## src/rtl/ibr128_pkg.sv

```systemverilog
// Shared types for the IBR128 engine arbiter: FSM states, block width, response record.
package ibr128_pkg;

    localparam int IBR128_BW = 128;
    localparam int ID_MAXW   = 3;

    typedef enum logic [1:0] {
        IDLE = 2'd0,
        WAIT = 2'd1,
        RESP = 2'd2
    } state_t;

    typedef struct packed {
        logic [ID_MAXW-1:0]   id;
        logic [IBR128_BW-1:0] data;
        logic                 err;
    } resp_t;

endpackage

```

## src/rtl/ibr128_core_arb_if.sv

```systemverilog
// Request, response and engine-side signals of the IBR128 arbiter, bundled with directional views.
interface ibr128_core_arb_if
    import ibr128_pkg::*;
#(
    parameter int NREQ = 4
) ();
    localparam int IDW = $clog2(NREQ);

    logic [NREQ-1:0]           req_valid;
    logic [NREQ-1:0]           req_ready;
    logic [NREQ-1:0]           req_encrypt;
    logic [NREQ-1:0]           req_sa;
    logic [NREQ*IBR128_BW-1:0] req_data;
    logic                      resp_valid;
    logic                      resp_ready;
    logic [IDW-1:0]            resp_id;
    logic [IBR128_BW-1:0]      resp_data;
    logic                      resp_err;
    logic                      core_start;
    logic                      core_encrypt;
    logic                      core_sa;
    logic [IBR128_BW-1:0]      core_pdata;
    logic                      core_ready;
    logic [IBR128_BW-1:0]      core_edata;
    logic                      busy;

    // Arbiter side.
    modport slave (
        input  req_valid, req_encrypt, req_sa, req_data, resp_ready, core_ready, core_edata,
        output req_ready, resp_valid, resp_id, resp_data, resp_err,
               core_start, core_encrypt, core_sa, core_pdata, busy
    );

    // Requesters plus engine side.
    modport master (
        output req_valid, req_encrypt, req_sa, req_data, resp_ready, core_ready, core_edata,
        input  req_ready, resp_valid, resp_id, resp_data, resp_err,
               core_start, core_encrypt, core_sa, core_pdata, busy
    );

endinterface

```

## src/rtl/ibr128_rr_pick.sv

```systemverilog
// Combinational round-robin picker: first valid requester after ptr, wrapping.
module ibr128_rr_pick #(
    parameter int NREQ = 4,
    parameter int IDW  = $clog2(NREQ)
) (
    input  logic [NREQ-1:0] valid,
    input  logic [IDW-1:0]  ptr,
    output logic            any,
    output logic [NREQ-1:0] grant,
    output logic [IDW-1:0]  idx
);

    logic [IDW-1:0] cand;

    always_comb begin
        any   = 1'b0;
        grant = '0;
        idx   = '0;
        cand  = '0;
        for (int k = 1; k <= NREQ; k++) begin
            cand = IDW'((int'(ptr) + k) % NREQ);
            if (!any && valid[cand]) begin
                any         = 1'b1;
                grant[cand] = 1'b1;
                idx         = cand;
            end
        end
    end

endmodule

```

## src/rtl/ibr128_core_arb.sv

```systemverilog
// Round-robin scheduler sharing one IBR128 block engine among NREQ requesters, with a job watchdog.
module ibr128_core_arb
    import ibr128_pkg::*;
#(
    parameter int NREQ    = 4,
    parameter int TIMEOUT = 1024
) (
    input  logic               Clk,
    input  logic               RstN,
    ibr128_core_arb_if.slave   bus
);

    localparam int IDW = $clog2(NREQ);
    localparam int WDW = $clog2(TIMEOUT);
    localparam logic [WDW-1:0] WD_LAST = WDW'(TIMEOUT - 1);

    state_t               state;
    state_t               state_nxt;
    logic [IDW-1:0]       ptr;
    logic [WDW-1:0]       wd;
    resp_t                resp;
    logic                 resp_valid;
    logic                 core_start;
    logic                 core_encrypt;
    logic                 core_sa;
    logic [IBR128_BW-1:0] core_pdata;
    logic [NREQ-1:0]      req_ready;
    logic                 busy;
    logic                 wd_hit;
    logic                 pick_any;
    logic [NREQ-1:0]      pick_grant;
    logic [IDW-1:0]       pick_idx;
    logic                 unused_id;

    ibr128_rr_pick #(
        .NREQ (NREQ),
        .IDW  (IDW)
    ) u_pick (
        .valid (bus.req_valid),
        .ptr   (ptr),
        .any   (pick_any),
        .grant (pick_grant),
        .idx   (pick_idx)
    );

    assign wd_hit = (wd == WD_LAST);

    always_ff @(posedge Clk) begin
        if (!RstN) state <= IDLE;
        else       state <= state_nxt;
    end

    always_comb begin
        state_nxt = state;
        req_ready = '0;
        busy      = (state != IDLE);
        case (state)
            IDLE: begin
                req_ready = RstN ? pick_grant : '0;
                if (pick_any) state_nxt = WAIT;
            end
            // A completion in the watchdog's last cycle still counts as success.
            WAIT:    if (bus.core_ready || wd_hit) state_nxt = RESP;
            RESP:    if (resp_valid && bus.resp_ready) state_nxt = IDLE;
            default: state_nxt = IDLE;
        endcase
    end

    always_ff @(posedge Clk) begin
        if (!RstN) begin
            ptr          <= IDW'(NREQ - 1);
            wd           <= '0;
            core_start   <= 1'b0;
            core_encrypt <= 1'b0;
            core_sa      <= 1'b0;
            core_pdata   <= '0;
            resp_valid   <= 1'b0;
            resp         <= '0;
        end else begin
            case (state)
                IDLE: if (pick_any) begin
                    core_encrypt <= bus.req_encrypt[pick_idx];
                    core_sa      <= bus.req_sa[pick_idx];
                    core_pdata   <= bus.req_data[int'(pick_idx)*IBR128_BW +: IBR128_BW];
                    resp.id      <= ID_MAXW'(pick_idx);
                    wd           <= '0;
                    core_start   <= 1'b1;
                end
                WAIT: begin
                    wd <= wd + WDW'(1);
                    if (bus.core_ready) begin
                        resp.data  <= bus.core_edata;
                        resp.err   <= 1'b0;
                        core_start <= 1'b0;
                        resp_valid <= 1'b1;
                    end else if (wd_hit) begin
                        resp.data  <= '0;
                        resp.err   <= 1'b1;
                        core_start <= 1'b0;
                        resp_valid <= 1'b1;
                    end
                end
                RESP: if (bus.resp_ready) begin
                    resp_valid <= 1'b0;
                    ptr        <= resp.id[IDW-1:0];
                end
                default: ;
            endcase
        end
    end

    assign unused_id        = ^resp.id;
    assign bus.req_ready    = req_ready;
    assign bus.busy         = busy;
    assign bus.resp_valid   = resp_valid;
    assign bus.resp_id      = resp.id[IDW-1:0];
    assign bus.resp_data    = resp.data;
    assign bus.resp_err     = resp.err;
    assign bus.core_start   = core_start;
    assign bus.core_encrypt = core_encrypt;
    assign bus.core_sa      = core_sa;
    assign bus.core_pdata   = core_pdata;

endmodule

```

## src/flat_wrapper.sv

```systemverilog
// flat-port wrapper written by rule: the top's interface ports become plain ports
module ibr128_core_arb_flat import ibr128_pkg::*;
#(
    parameter int NREQ    = 4,
    parameter int TIMEOUT = 1024
)
  (Clk, RstN, bus_req_valid, bus_req_encrypt, bus_req_sa, bus_req_data, bus_resp_ready, bus_core_ready, bus_core_edata, bus_req_ready, bus_resp_valid, bus_resp_id, bus_resp_data, bus_resp_err, bus_core_start, bus_core_encrypt, bus_core_sa, bus_core_pdata, bus_busy);
  ibr128_core_arb_if #(.NREQ(NREQ)) bus_i ();
  input  logic Clk;
  input  logic RstN;
  input wire logic [$bits(bus_i.req_valid)-1:0] bus_req_valid;
  input wire logic [$bits(bus_i.req_encrypt)-1:0] bus_req_encrypt;
  input wire logic [$bits(bus_i.req_sa)-1:0] bus_req_sa;
  input wire logic [$bits(bus_i.req_data)-1:0] bus_req_data;
  input wire logic [$bits(bus_i.resp_ready)-1:0] bus_resp_ready;
  input wire logic [$bits(bus_i.core_ready)-1:0] bus_core_ready;
  input wire logic [$bits(bus_i.core_edata)-1:0] bus_core_edata;
  output wire logic [$bits(bus_i.req_ready)-1:0] bus_req_ready;
  output wire logic [$bits(bus_i.resp_valid)-1:0] bus_resp_valid;
  output wire logic [$bits(bus_i.resp_id)-1:0] bus_resp_id;
  output wire logic [$bits(bus_i.resp_data)-1:0] bus_resp_data;
  output wire logic [$bits(bus_i.resp_err)-1:0] bus_resp_err;
  output wire logic [$bits(bus_i.core_start)-1:0] bus_core_start;
  output wire logic [$bits(bus_i.core_encrypt)-1:0] bus_core_encrypt;
  output wire logic [$bits(bus_i.core_sa)-1:0] bus_core_sa;
  output wire logic [$bits(bus_i.core_pdata)-1:0] bus_core_pdata;
  output wire logic [$bits(bus_i.busy)-1:0] bus_busy;
  assign bus_i.req_valid = bus_req_valid;
  assign bus_i.req_encrypt = bus_req_encrypt;
  assign bus_i.req_sa = bus_req_sa;
  assign bus_i.req_data = bus_req_data;
  assign bus_i.resp_ready = bus_resp_ready;
  assign bus_i.core_ready = bus_core_ready;
  assign bus_i.core_edata = bus_core_edata;
  assign bus_req_ready = bus_i.req_ready;
  assign bus_resp_valid = bus_i.resp_valid;
  assign bus_resp_id = bus_i.resp_id;
  assign bus_resp_data = bus_i.resp_data;
  assign bus_resp_err = bus_i.resp_err;
  assign bus_core_start = bus_i.core_start;
  assign bus_core_encrypt = bus_i.core_encrypt;
  assign bus_core_sa = bus_i.core_sa;
  assign bus_core_pdata = bus_i.core_pdata;
  assign bus_busy = bus_i.busy;
  ibr128_core_arb #(.NREQ(NREQ), .TIMEOUT(TIMEOUT)) u_core (.Clk(Clk), .RstN(RstN), .bus(bus_i));
endmodule
```

## config.mk

```make
export PLATFORM = sky130hd
export DESIGN_NAME = ibr128_core_arb_flat
export DESIGN_NICKNAME = d
export VERILOG_FILES = /design/src/rtl/ibr128_pkg.sv /design/src/rtl/ibr128_core_arb_if.sv /design/src/rtl/ibr128_rr_pick.sv /design/src/rtl/ibr128_core_arb.sv /design/src/flat_wrapper.sv
export SDC_FILE = /design/constraint.sdc
export NUM_CORES = 1
export LEC_CHECK = 0
export CORE_AREA = 2 2 362 364
export CTS_CLUSTER_DIAMETER = 150
export DETAILED_ROUTE_END_ITERATION = 10
export DIE_AREA = 0 0 364 366
export PLACE_DENSITY_LB_ADDON = 0.25
export SYNTH_ARGS = -nofsm -noshare
export SYNTH_HDL_FRONTEND = slang
export SYNTH_HIERARCHICAL = 1
export SYNTH_SLANG_ARGS = --single-unit
export TNS_END_PERCENT = 10
```

## constraint.sdc

```tcl
create_clock -name Clk -period 3.41 [get_ports Clk]
set_input_delay 0.682 -clock Clk [delete_from_list [all_inputs] [get_ports Clk]]
set_output_delay 0.682 -clock Clk [all_outputs]
set_load 0.005 [all_outputs]
```

==> key figures <==
Status
  • Status: completed

STA
  • Final hold viol count: 0
  • Worst-Margin Slew: 0.9783 ns
  • Setup Total Neg Slack: 0 ns
  • Clock Skew: between 0.02 and 0.025 ns
  • Setup violations, final: 0
  • Fmax: 299.5 MHz
  • Unrepaired setup endpoints after global routing: true
  • Slew headroom: 0.3478
  • Max-slew violations: 0
  • Period Utilization, post-route: 0.9792
  • Minimum clock period: 3.339 ns

Drt
  • Mean routed wirelength per cell: 25.77 um
  • Detail Route Antenna Nets: 0
  • DR iter-0 viols: 1092
  • Via count: 14854
  • Drt total wl: ~100000 um
  • Iteration count of the initial detailed-routing pass: 6
  • Post-DR vias/cell: approximately 3.8
  • Drc violations: 0

Finish
  • Final non-filler cell total: 3942
  • Fill count: 13981
  • Layout Area Growth over Synthesis: 95.93%
  • Fraction of layout cells with a size suffix above 1: 0.1502
  • Nets: 2822
  • Finished Core Util: 0.2100

Floorplanning
  • Die height: 366 um
  • Die area: 133200 um^2
  • Core area: between 100000 and 150000 um^2
  • Initial Util: 0.1072
  • Chip width: 364 um
  • # rows: 132
  • IO Count: 924

Logic synthesis
  • Post-Syn Instances: 1219
  • Mean post-synth cell area: 11.34 um^2
  • Most common cell in the netlist: dfxtp_1
  • Register area share after synthesis: 0.4011
  • Top_reg_cell synth: dfxtp_1
  • Top cells by area, synth: dfxtp_1, mux4_2, a22o_1
  • Biggest area consumer among synthesized cells: dfxtp_1
  • Distinct cells, synth: 58
  • Post-Syn Area: 13820 um^2
  • Area share of the largest cell type after synthesis: 0.4011
  • Share of flip-flops with an asynchronous set or reset: 0
  • Ys Warns: 6
  • Post-synth top cells: dfxtp_1, inv_1, mux4_2, a22o_1, a32oi_1
  • Flops & latches, synth: 277
  • Syn_nets: 1884
  • EDFF count, synth: 0

Setup path
  • Worst setup endpoint: bus_req_ready[2]
  • Worst R2R Start: u_core/ptr[0]
  • Number of cells on the worst reg-to-reg path: 11
  • Critical path launch point type: flop
  • Highest cell delay on the worst timing path: slightly below 0.6 ns
  • Worst-path cell chain: buf_6 -> mux4_2 -> buf_6 -> nand2_1 -> a21oi_1 -> a2111o_1 -> and3_1 -> clkdlybuf4s15_2
  • Most frequent cell on the critical path: buf_6
  • Required arrival time at the worst endpoint: between 2 and 3 ns
  • Crit Path Category: reg -> out
  • Crit-path slowest cell: mux4_2
  • Crit Path Max Fanout: 5
  • Critical Path AT: 2.66 ns
  • Critical path launch point: u_core/ptr[0]
  • Crit end category: output pin
  • R2R Setup Slk: ~0.35 ns
  • Worst R2R End: u_core/bus.core_pdata[58]

GRT
  • First-pass GRT wire length: 133600 um
  • Vias in the first global route: 14874
  • Largest net degree at the start of global routing: 79
  • Number of antenna violations at the first check in global routing: 78
  • Gr usage total: 0.1461
  • Aggregate global routing overflow: 0

Place
  • Final Wtd Congestion: 0.9424
  • Port bufs: between 900 and 1000
  • Hpwl dp: 83790 um
  • Dpl cells: 3851

Clocking
  • CTS tree: built
  • Clock sink count: 277
  • CTS buffer count: 39
  • CTS root buf: clkbuf_16
  • CTS clock-pin slew for the worst setup and hold paths: around 0.06 ns
  • Latest clock arrival within the worst-skew pair: roughly 0.59 ns
  • H-tree Lvls: 2
  • Clk buf depth: 3
  • Hold_buf cts: 0

Power and ir drop
  • Maximum VDD drop: 270.5 uV
  • Power Dens Cells: 451.4 nW/um^2
  • Pleak: 9.250 nW

Hold path
  • Hold Path Class: reg -> reg

Run
  • Max Cap Viol: 0
-- timing repair --
action / CTS / global route
cloned: 1 / 0
pin swaps: 6 / 10
resized for setup: 25 / 12
setup buffers: 3 / 3
endpoints found under the setup margin: 4 / 4
-- logic make-up after synthesis --
| family | share of synthesized area |
|---|---|
| multiplexers | 0.2232 |
| flip-flops | 0.4011 |
| AND/OR/NAND/NOR | 0.03484 |
| buffers and inverters | 0.09530 |
| AO/OA/AOI/OAI | 0.2374 |
| adder cells (fa/ha/maj) | 0.008146 |
-- cells in the final DEF (no fill, tap or decap), drive strengths merged, types with 6 or more instances in the layout --
master,instances
nand3,11
nand4,7
ha,9
a21oi,8
diode,16
a22o,131
clkdlybuf4s50,914
nand2,15
buf,106
a31oi,6
inv,142
mux2i,9
mux4,133
clkbuf,60
o21ai,133
dfxtp,277
nor2,12
a32oi,128
-- worst min-delay path by stage --
stage	end	from	depth (start not counted)
after global placement	u_core/bus.resp_data[40]	u_core/bus.resp_data[40]	2
after global routing	u_core/bus.resp_data[113]	u_core/bus.resp_data[113]	2
after floorplan	u_core/bus.resp_data[56]	u_core/bus.resp_data[56]	2
after detailed placement	u_core/bus.resp_data[40]	u_core/bus.resp_data[40]	2
final	u_core/bus.resp_data[40]	u_core/bus.resp_data[40]	2
after CTS	u_core/bus.resp_data[40]	u_core/bus.resp_data[40]	2
-- per-layer routing --
layer,up-vias,global-route usage,routed length [um]
met4,26,0.04604,2148
met1,7189,0.1866,42720
met2,775,0.2271,46250
met5,-,0,169
met3,150,0.05337,10320
li1,6714,-,-
-- through the flow --
step                hold slack [ns]  area, um^2  power [mW]  setup slack (ns)
floorplan                    0.4606       13830       5.471           0.02105
global placement             0.4577       25610       7.962           -0.3873
detailed placement           0.4609       25610       7.932           -0.3389
CTS                          0.4732       27000       12.43           -0.1597
global route                 0.4870       27070       12.82          -0.05481
finish                       0.4713       27090       12.23           0.07108
-- worst max-delay path: cells and delay by family (launching register included) --
kind	cells	cell delay [ns]
compound gates	2	0.45
buf+inv	3	0.49
flops	1	0.33
mux	1	0.58
simple gates	2	0.23
-- area by class of cell --
type / count / area (um^2) / area share
inverters: 141 / 529.3 / 0.01954
diodes: 16 / 40.04 / 0.001478
well taps: 1742 / 2180 / 0.08047
clock inverters: 10 / 157.7 / 0.005820
multi-input cells: 671 / 7096 / 0.2620
repair buffers: 1027 / 10390 / 0.3836
clock buffers: 58 / 1147 / 0.04236
flip-flops and latches: 277 / 5547 / 0.2048
-- report_power, final --
part,switching (mW),leakage [nW],internal (mW)
Clock,1.74,0.644,2.62
Sequential,0.320,2.27,3.68
Combinational,1.53,6.33,2.34
-- state kept, by name, indices dropped and copies added, names as in the netlist --
name and cells:
u_core/bus.core_encrypt 1, u_core/bus.core_pdata 128, u_core/bus.core_sa 1, u_core/bus.core_start 1
u_core/bus.resp_data 128, u_core/bus.resp_err 1, u_core/bus.resp_id 2, u_core/bus.resp_valid 1
u_core/ptr 2, u_core/state 2, u_core/wd 10
Power figures use the tool's default switching activity.
